[config.mk]
export PLATFORM = sky130hd
export DESIGN_NAME = jtframe_rom_nslot
export DESIGN_NICKNAME = d
export VERILOG_FILES = /design/src/rtl/jtframe_rom_pkg.sv /design/src/rtl/jtframe_rom_arbiter.sv /design/src/rtl/jtframe_rom_nslot.sv
export SDC_FILE = /design/constraint.sdc
export NUM_CORES = 1
export LEC_CHECK = 0
export CORE_AREA = 2 2 150 152
export CTS_BUF_LIST = sky130_fd_sc_hd__clkbuf_4
export CTS_CLUSTER_SIZE = 10
export DETAILED_ROUTE_END_ITERATION = 8
export DIE_AREA = 0 0 152 154
export GPL_ROUTABILITY_DRIVEN = 0
export GPL_TIMING_DRIVEN = 0
export HOLD_SLACK_MARGIN = 0.06
export PLACE_DENSITY = 0.91
export SYNTH_ARGS = -nofsm -noshare
export SYNTH_HDL_FRONTEND = slang
export SYNTH_SLANG_ARGS = --single-unit
[constraint.sdc]
create_clock -name clk -period 7 [get_ports clk]
set_clock_uncertainty 0.2 [all_clocks]
set_input_delay 1.4 -clock clk [delete_from_list [all_inputs] [get_ports clk]]
set_output_delay 1.4 -clock clk [all_outputs]
set_load 0.01 [all_outputs]
[src/rtl/jtframe_rom_pkg.sv]
// Shared constants for the multi-slot ROM cache: FSM encoding, data-width codes
// and the byte-lane selector used on every slot output.
package jtframe_rom_pkg;

    localparam logic [1:0] ST_IDLE = 2'd0;
    localparam logic [1:0] ST_REQ  = 2'd1;
    localparam logic [1:0] ST_WAIT = 2'd2;

    localparam logic [1:0] DW8  = 2'd0;
    localparam logic [1:0] DW16 = 2'd1;
    localparam logic [1:0] DW32 = 2'd2;

    // Code 3 is reserved and behaves like a full 32-bit word.
    function automatic logic [31:0] lane_sel(input logic [1:0]  code,
                                             input logic [1:0]  a,
                                             input logic [31:0] d);
        logic [31:0] r;
        case (code)
            DW8: begin
                case (a)
                    2'd0:    r = {24'd0, d[7:0]};
                    2'd1:    r = {24'd0, d[15:8]};
                    2'd2:    r = {24'd0, d[23:16]};
                    default: r = {24'd0, d[31:24]};
                endcase
            end
            DW16:    r = a[1] ? {16'd0, d[31:16]} : {16'd0, d[15:0]};
            default: r = d;
        endcase
        return r;
    endfunction

endpackage

[src/rtl/jtframe_rom_arbiter.sv]
// Picks one pending ROM slot: vblank promotion class first, then either a
// lowest-index or round-robin search inside that class.
module jtframe_rom_arbiter #(
    parameter int              SLOTS  = 4,
    parameter int              RRMODE = 1,
    parameter logic [SLOTS-1:0] VBMASK = '0,
    parameter int              IW     = (SLOTS > 1) ? $clog2(SLOTS) : 1
) (
    input  logic             clk,
    input  logic             rstn,
    input  logic [SLOTS-1:0] pending,
    input  logic             vblank,
    input  logic             take,
    output logic [IW-1:0]    gnt,
    output logic             any
);

    logic [IW-1:0]    ptr;
    logic [SLOTS-1:0] promo;
    logic [SLOTS-1:0] cand;
    logic             found;

    assign promo = vblank ? (pending & VBMASK) : '0;
    assign cand  = (|promo) ? promo : pending;
    assign any   = |pending;

    // Round-robin starts one past the last grant and wraps at SLOTS-1.
    always_comb begin
        gnt   = '0;
        found = 1'b0;
        for (int k = 0; k < SLOTS; k++) begin
            int idx;
            idx = (RRMODE != 0) ? ((int'(ptr) + 1 + k) % SLOTS) : k;
            if (!found && cand[idx[IW-1:0]]) begin
                gnt   = idx[IW-1:0];
                found = 1'b1;
            end
        end
    end

    always_ff @(posedge clk or negedge rstn) begin
        if (!rstn) begin
            ptr <= IW'(SLOTS - 1);
        end else if (take) begin
            ptr <= gnt;
        end
    end

endmodule

[src/rtl/jtframe_rom_nslot.sv]
// N-slot ROM front end: one-word cache per slot with zero-latency hits, and a
// single SDRAM read port shared through an IDLE/REQ/WAIT sequencer.
module jtframe_rom_nslot
    import jtframe_rom_pkg::*;
#(
    parameter int                  SLOTS   = 4,
    parameter int                  AW      = 22,
    parameter logic [SLOTS*22-1:0] OFFSETS = '0,
    parameter logic [SLOTS*2-1:0]  DWSEL   = '0,
    parameter int                  RRMODE  = 1,
    parameter logic [SLOTS-1:0]    VBMASK  = '0,
    parameter int                  IW      = (SLOTS > 1) ? $clog2(SLOTS) : 1
) (
    input  logic                  clk,
    input  logic                  rstn,
    input  logic [SLOTS-1:0]      slot_cs,
    input  logic [SLOTS*AW-1:0]   slot_addr,
    output logic [SLOTS-1:0]      slot_ok,
    output logic [SLOTS*32-1:0]   slot_dout,
    input  logic                  vblank,
    input  logic                  downloading,
    output logic                  sdram_req,
    input  logic                  sdram_ack,
    input  logic                  data_rdy,
    output logic [21:0]           sdram_addr,
    input  logic [31:0]           data_read,
    output logic                  refresh_en
);

    localparam int TW = AW - 2;

    logic [1:0]       state;
    logic [IW-1:0]    gnt_l;
    logic [IW-1:0]    arb_gnt;
    logic             arb_any;
    logic             take;
    logic [TW-1:0]    addr_l;
    logic [TW-1:0]    arb_addr;
    logic [21:0]      offs;
    logic [SLOTS-1:0] valid;
    logic [SLOTS-1:0] pending;
    logic [TW-1:0]    tag   [SLOTS];
    logic [31:0]      cache [SLOTS];

    for (genvar i = 0; i < SLOTS; i++) begin : g_slot
        logic [AW-1:0] a;
        assign a                     = slot_addr[i*AW +: AW];
        assign slot_ok[i]            = slot_cs[i] & valid[i] & (tag[i] == a[AW-1:2]);
        assign slot_dout[i*32 +: 32] = lane_sel(DWSEL[2*i +: 2], a[1:0], cache[i]);
    end

    assign pending = slot_cs & ~slot_ok;

    jtframe_rom_arbiter #(
        .SLOTS  (SLOTS),
        .RRMODE (RRMODE),
        .VBMASK (VBMASK),
        .IW     (IW)
    ) u_arbiter (
        .clk     (clk),
        .rstn    (rstn),
        .pending (pending),
        .vblank  (vblank),
        .take    (take),
        .gnt     (arb_gnt),
        .any     (arb_any)
    );

    always_comb begin
        arb_addr = '0;
        offs     = '0;
        for (int i = 0; i < SLOTS; i++) begin
            if (arb_gnt == IW'(i)) arb_addr = slot_addr[i*AW+2 +: TW];
            if (gnt_l == IW'(i))   offs     = OFFSETS[i*22 +: 22];
        end
    end

    assign take       = (state == ST_IDLE) && arb_any && !downloading;
    // Word address is frozen by the latched grant/address until the fill lands.
    assign sdram_addr = offs + 22'({addr_l, 1'b0});
    assign sdram_req  = (state == ST_REQ) && !downloading;
    assign refresh_en = (state == ST_IDLE) && !arb_any;

    always_ff @(posedge clk or negedge rstn) begin
        if (!rstn) begin
            state  <= ST_IDLE;
            gnt_l  <= '0;
            addr_l <= '0;
            valid  <= '0;
            for (int i = 0; i < SLOTS; i++) begin
                tag[i]   <= '0;
                cache[i] <= '0;
            end
        end else if (downloading) begin
            state <= ST_IDLE;
            valid <= '0;
        end else begin
            case (state)
                ST_IDLE: begin
                    if (take) begin
                        state  <= ST_REQ;
                        gnt_l  <= arb_gnt;
                        addr_l <= arb_addr;
                    end
                end
                ST_REQ: begin
                    if (sdram_ack) state <= ST_WAIT;
                end
                ST_WAIT: begin
                    // Fill uses the tag latched at grant even if the client moved on.
                    if (data_rdy) begin
                        state <= ST_IDLE;
                        for (int i = 0; i < SLOTS; i++) begin
                            if (gnt_l == IW'(i)) begin
                                valid[i] <= 1'b1;
                                tag[i]   <= addr_l;
                                cache[i] <= data_read;
                            end
                        end
                    end
                end
                default: state <= ST_IDLE;
            endcase
        end
    end

endmodule

# After elaboration in Yosys (flattened, before gate mapping)
# Cells that the tools add are included.
word_totals:
  elab_cells: 129
  input_bits: 130
  register_bits: 238
  output_inout_bits: 156
op_classes:
  n_reduce_logical: 36
  muxes: 35
  bitwise_logic: 11
  n_addsub: 4
  n_eq_ne: 23
  order_cmp: 4
op_table:
  columns: ["cell", "n"]
  rows:
  - ["$pmux W8 S3", 4]
  - ["$eq A20 B20 Y1", 4]
  - ["$mux W20", 4]
  - ["$eq A2 B2 Y1 const B", 9]
  - ["$reduce_and A3 Y1", 6]
  - ["$mux W2", 8]
  - ["$reduce_and A4 Y1", 4]
  - ["$eq A2 B1 Y1 const B", 7]
  - ["$logic_not A2 Y1", 7]
  - ["$lt A2 B3 Y1 const B", 4]
  - ["$mux W4", 3]
  - ["$reduce_bool A2 Y1", 6]
  - ["$mux W1", 11]
  - ["$ne A3 B3 Y1 const B", 3]
  - ["$and A1 B1 Y1", 8]
  - ["$bmux W1 S2", 4]
  - ["$logic_and A1 B1 Y1", 7]
  - ["$pmux W2 S3", 1]
  - ["$logic_not A1 Y1", 5]
  - ["$add A2 B1 Y2 const B", 2]
  - ["$add A2 B2 Y2 const B", 2]
  - ["$and A4 B4 Y4", 1]
  - ["$not A4 Y4", 1]
  - ["$reduce_or A4 Y1", 1]
  - ["$not A1 Y1", 1]

# Longest topological paths before layout
logic_depth:
  depth_word: 21
  mapped_depth: 10
  ltp_nobuf: 8

# Modules after synthesis
# Synthesis repeated with hierarchy kept, for this count alone.
hier_totals:
  cells_unflattened: 817
  hier_area_um2: 12025.3
modules_own_cells:
  columns: ["mod", "seq_area_each_um2", "area_per_inst_um2", "instances", "cells_per_inst"]
  rows:
  - ["jtframe_rom_nslot", 5905.7, 11818.8, 1, 793]
  - ["jtframe_rom_arbiter", 52.6, 206.4, 1, 24]

# Least setup slack after synthesis
# No wires, ideal clock.
synth_timing:
  path_type: "in2out"
  from: "in slot_addr[10]"
  to: "out refresh_en"
  stages: 6
  t_arrival_ps: 3096
  slack_ps: 2304
  required_time_ps: 5400
  path_buffers: 0
  path_cell_list: "xnor2_1 -> nand4_1 -> or4_1 -> o31a_1 -> or2_1 -> nor4_1"
synth_between:
  elab_chain_cells: 7
synth_rtl:
  columns: ["element", "line_no", "rtl"]
  rows:
  - ["from (decl)", "jtframe_rom_nslot.sv:17", "input logic [SLOTS*AW-1:0] slot_addr,"]
  - ["$eq A20 B20 Y1", "jtframe_rom_nslot.sv:48", "assign slot_ok[i] = slot_cs[i] & valid[i] & (tag[i] == a[AW-1:2]);"]
  - ["$and A1 B1 Y1", "jtframe_rom_nslot.sv:48", null]
  - ["$not A4 Y4", "jtframe_rom_nslot.sv:52", "assign pending = slot_cs & ~slot_ok;"]
  - ["$and A4 B4 Y4", "jtframe_rom_nslot.sv:52", null]
  - ["$reduce_or A4 Y1", "jtframe_rom_arbiter.sv:25", "assign any = |pending;"]
  - ["$logic_not A1 Y1", "jtframe_rom_nslot.sv:82", "assign refresh_en = (state == ST_IDLE) && !arb_any;"]
  - ["$logic_and A1 B1 Y1", "jtframe_rom_nslot.sv:82", null]
  - ["to (decl)", "jtframe_rom_nslot.sv:27", "output logic refresh_en"]
# No other way between the ends.

# Worst setup path in the final report
layout_timing:
  from: "in slot_addr[35]"
  to: "out refresh_en"
# Same word-level chain as after synthesis.

==> impl_metrics.yaml <==
status:
  outcome: "finished, final reports clean"
sta:
  tns_ps: 0
  hold_ws_ps: 302
  hold_viol_final: 0
  fin_crit_ps: 6220
  worst_pin_slew_ps: 1340
  setup_viol: 0
  min_period_over_period: 0.889
  relSlewSlack: 0.102
  fmax_mhz: 161
  rsz0062_at_grt: "false"
  drv_slew: 0
floorplan:
  die_x_um: 152
  die_h_um: 154
  initial_utilization: 0.555
  placementRows: 54
  dieArea_sq_um: 23400
  num_io_pins: 286
  core_area_sq_um: 21700
power_and_ir_drop:
  p_leak_nw: 7.45
  powerDensity_nw_per_um2: 300
  total_power_w: 0.00460
  peakVddDrop_v: 0.000215
clock_network:
  clockBufferDepth: 3
  cts_tree: "yes"
  clk_latency_ps: 700
  cts-buffers-inserted: 61
  ctsHoldBuffers: 0
  cts_resized: 0
  post-cts-setup-buffers: 0
  clk_pin_slew_worst_paths_ps: 60
  cts_root_buf: "clkbuf_4"
  cts_sinks: 238
  cts.htree.levels: 2
critical_path:
  rr_endpoint: "addr_l[6]"
  crit_required_ps: 5400
  critPathCaptureType: "primary output"
  timing.rr.start: "tag[6]"
  endpoint: "refresh_en"
  r2r.worst_path.cells: 9
  regToRegSetupSlack_ps: 3510
  critPathLaunch: "slot_addr[35]"
  start_kind: "input port"
  path_class: "in -> out"
  cp.arrival_ps: 4620
  cp_max_fo: 5
global_route:
  antenna_found_initial: 1
  grt.total_usage: 0.286
  grt_pass1_wl_um: 51100
  first_global_vias: 9053
  gr-total-overflow: 0
  grt_max_degree: 126
final_layout:
  n_fill_cell: 1484
  multi_input_area_sq_um: 5450
  final_layout_size_suffix_gt1_frac: 0.379
  nets: 1341
  layoutNonFillerInstCount: 1537
  area_delta_synth_final_pct: 27.3
  regArea_sq_um: 5960
routing:
  drtPass1Iterations: 8
  vias: 8376
  drc: 0
  vias_per_cell: 5.45
  ant_nets: 0
  drtIter0Drc: 515
  totalWireLength_um: 33400
  avgRoutedWirePerCell_um: 21.8
synthesis:
  yosysWarnings: 0
  synthTopCellsByArea: "dfrtp_1 (49%), mux2_2 (20%), buf_4 (6.4%)"
  syn_area_sq_um: 12000
  synth_cell_types: 43
  avgSynthCellArea_sq_um: 13.8
  post-synth-top-area-cell: "dfrtp_1"
  synth_mux_area_frac: 0.290
  synthArstFlopShare: 1.00
  ys_dominant_reg_cell: "dfrtp_1"
  synth-seq-cells: 238
  synth_edf_count: 0
  seq_area_frac_synth: 0.495
  synth-adder-area-share: 0
  synth_top_family_by_area: "multiplexers"
  synth_compound_area_frac: 0.0372
  synth_xor_area_frac: 0.0590
  synth_top_area_share: 0.491
  yosys.area_share.simple: 0.0365
  netlist_instances: 872
min_path:
  hold_path_class: "reg -> reg"
place:
  dp_cells: 1428
  io_buffers: 178
  hpwl_um: 23800
run:
  drv_cap: 0
==> logic make-up after synthesis <==
logic type             Yosys count
multiplexers                   282
flip-flops                     238
buffers and inverters          147
AND/OR/NAND/NOR                 83
XOR/XNOR                        81
AO/OA/AOI/OAI                   40
other                            1
==> critical path, cell delays in order <==
cell and delay, ps:
clkdlybuf4s50_1 440, xnor2_1 290, nand4_1 130, nor4_1 590, a41oi_1 430, or2_1 370
nor4_1 360, clkdlybuf4s50_1 610
==> final cells by class <==
cell class                 count  area share
antenna                        1    0.000163
tap                          280      0.0229
multi-input combinational    584       0.356
inverter                       9     0.00221
clock inverter                16     0.00417
buffer                       138      0.0622
timing repair buffer         179       0.118
clock buffer                  92      0.0451
sequential                   238       0.389
==> metal layers <==
metal	GRT usage	wire, um	vias to the layer above
li1	-	-	3643
met5	0	0	-
met2	0.490	16900	454
met3	0.0854	3120	75
met4	0.104	998	0
met1	0.343	12400	4204
==> cells in the mapped netlist, types with 2 or more instances <==
cell      number
buf_6          2
dfstp_2        2
xnor2_1       57
mux2i_1       41
nor3_1         5
or2_1          2
buf_4        102
nand3_1        9
nor4_1         8
buf_12         2
buf_2          3
mux4_2        32
dfrtp_1      236
inv_1          9
or4_1          2
buf_1          4
o21ai_0        6
xor2_1        24
nand2_1       28
clkbuf_1      25
o221ai_2      21
nor2_1         9
mux2_2       209
o211ai_1       2
nand4_1       14
==> flip-flops by register name, summed over array words and instances, names as in the netlist <==
name           cells
state              2
cache            128
u_arbiter.ptr      2
valid              4
addr_l            20
tag               80
gnt_l              2
==> per-stage QoR <==
step / util / cell area, sq um / setup slack (ps)
global route: 0.706 / 15300 / 641
global placement: 0.670 / 14500 / -5530
floorplan: - / 12400 / 2300
CTS: 0.706 / 15300 / 861
detailed placement: 0.671 / 14600 / 859
finish: 0.706 / 15300 / 780
==> cells in the final DEF (no fill, tap or decap), types with 4 or more instances in the layout <==
| cell | count |
|---|---|
| buf_1 | 4 |
| buf_4 | 102 |
| clkbuf_1 | 25 |
| clkbuf_4 | 92 |
| clkdlybuf4s50_1 | 177 |
| clkinv_1 | 11 |
| conb_1 | 98 |
| dfrtp_1 | 236 |
| inv_1 | 9 |
| mux2_2 | 209 |
| mux2i_1 | 41 |
| mux4_2 | 32 |
| nand2_1 | 28 |
| nand3_1 | 9 |
| nand4_1 | 14 |
| nor2_1 | 9 |
| nor3_1 | 5 |
| nor4_1 | 8 |
| o21ai_0 | 6 |
| o221ai_2 | 21 |
| xnor2_1 | 57 |
| xor2_1 | 24 |
==> worst min path at each step <==
| stage | from | to | cells past startpoint |
|---|---|---|---|
| after floorplan | valid[0] | valid[0] | 1 |
| after global placement | valid[0] | valid[0] | 1 |
| after detailed placement | valid[0] | valid[0] | 1 |
| after CTS | valid[0] | valid[0] | 1 |
| after global routing | cache[88] | cache[88] | 1 |
| final | cache[85] | cache[85] | 1 |
==> power by group <==
| group | total [W] | internal [W] | switching (W) |
|---|---|---|---|
| Sequential | 0.00204 | 0.00174 | 0.000297 |
| Clock | 0.00117 | 0.000597 | 0.000572 |
| Combinational | 0.00139 | 0.000798 | 0.000588 |
Note: power is estimated with default switching activity, not from simulation.
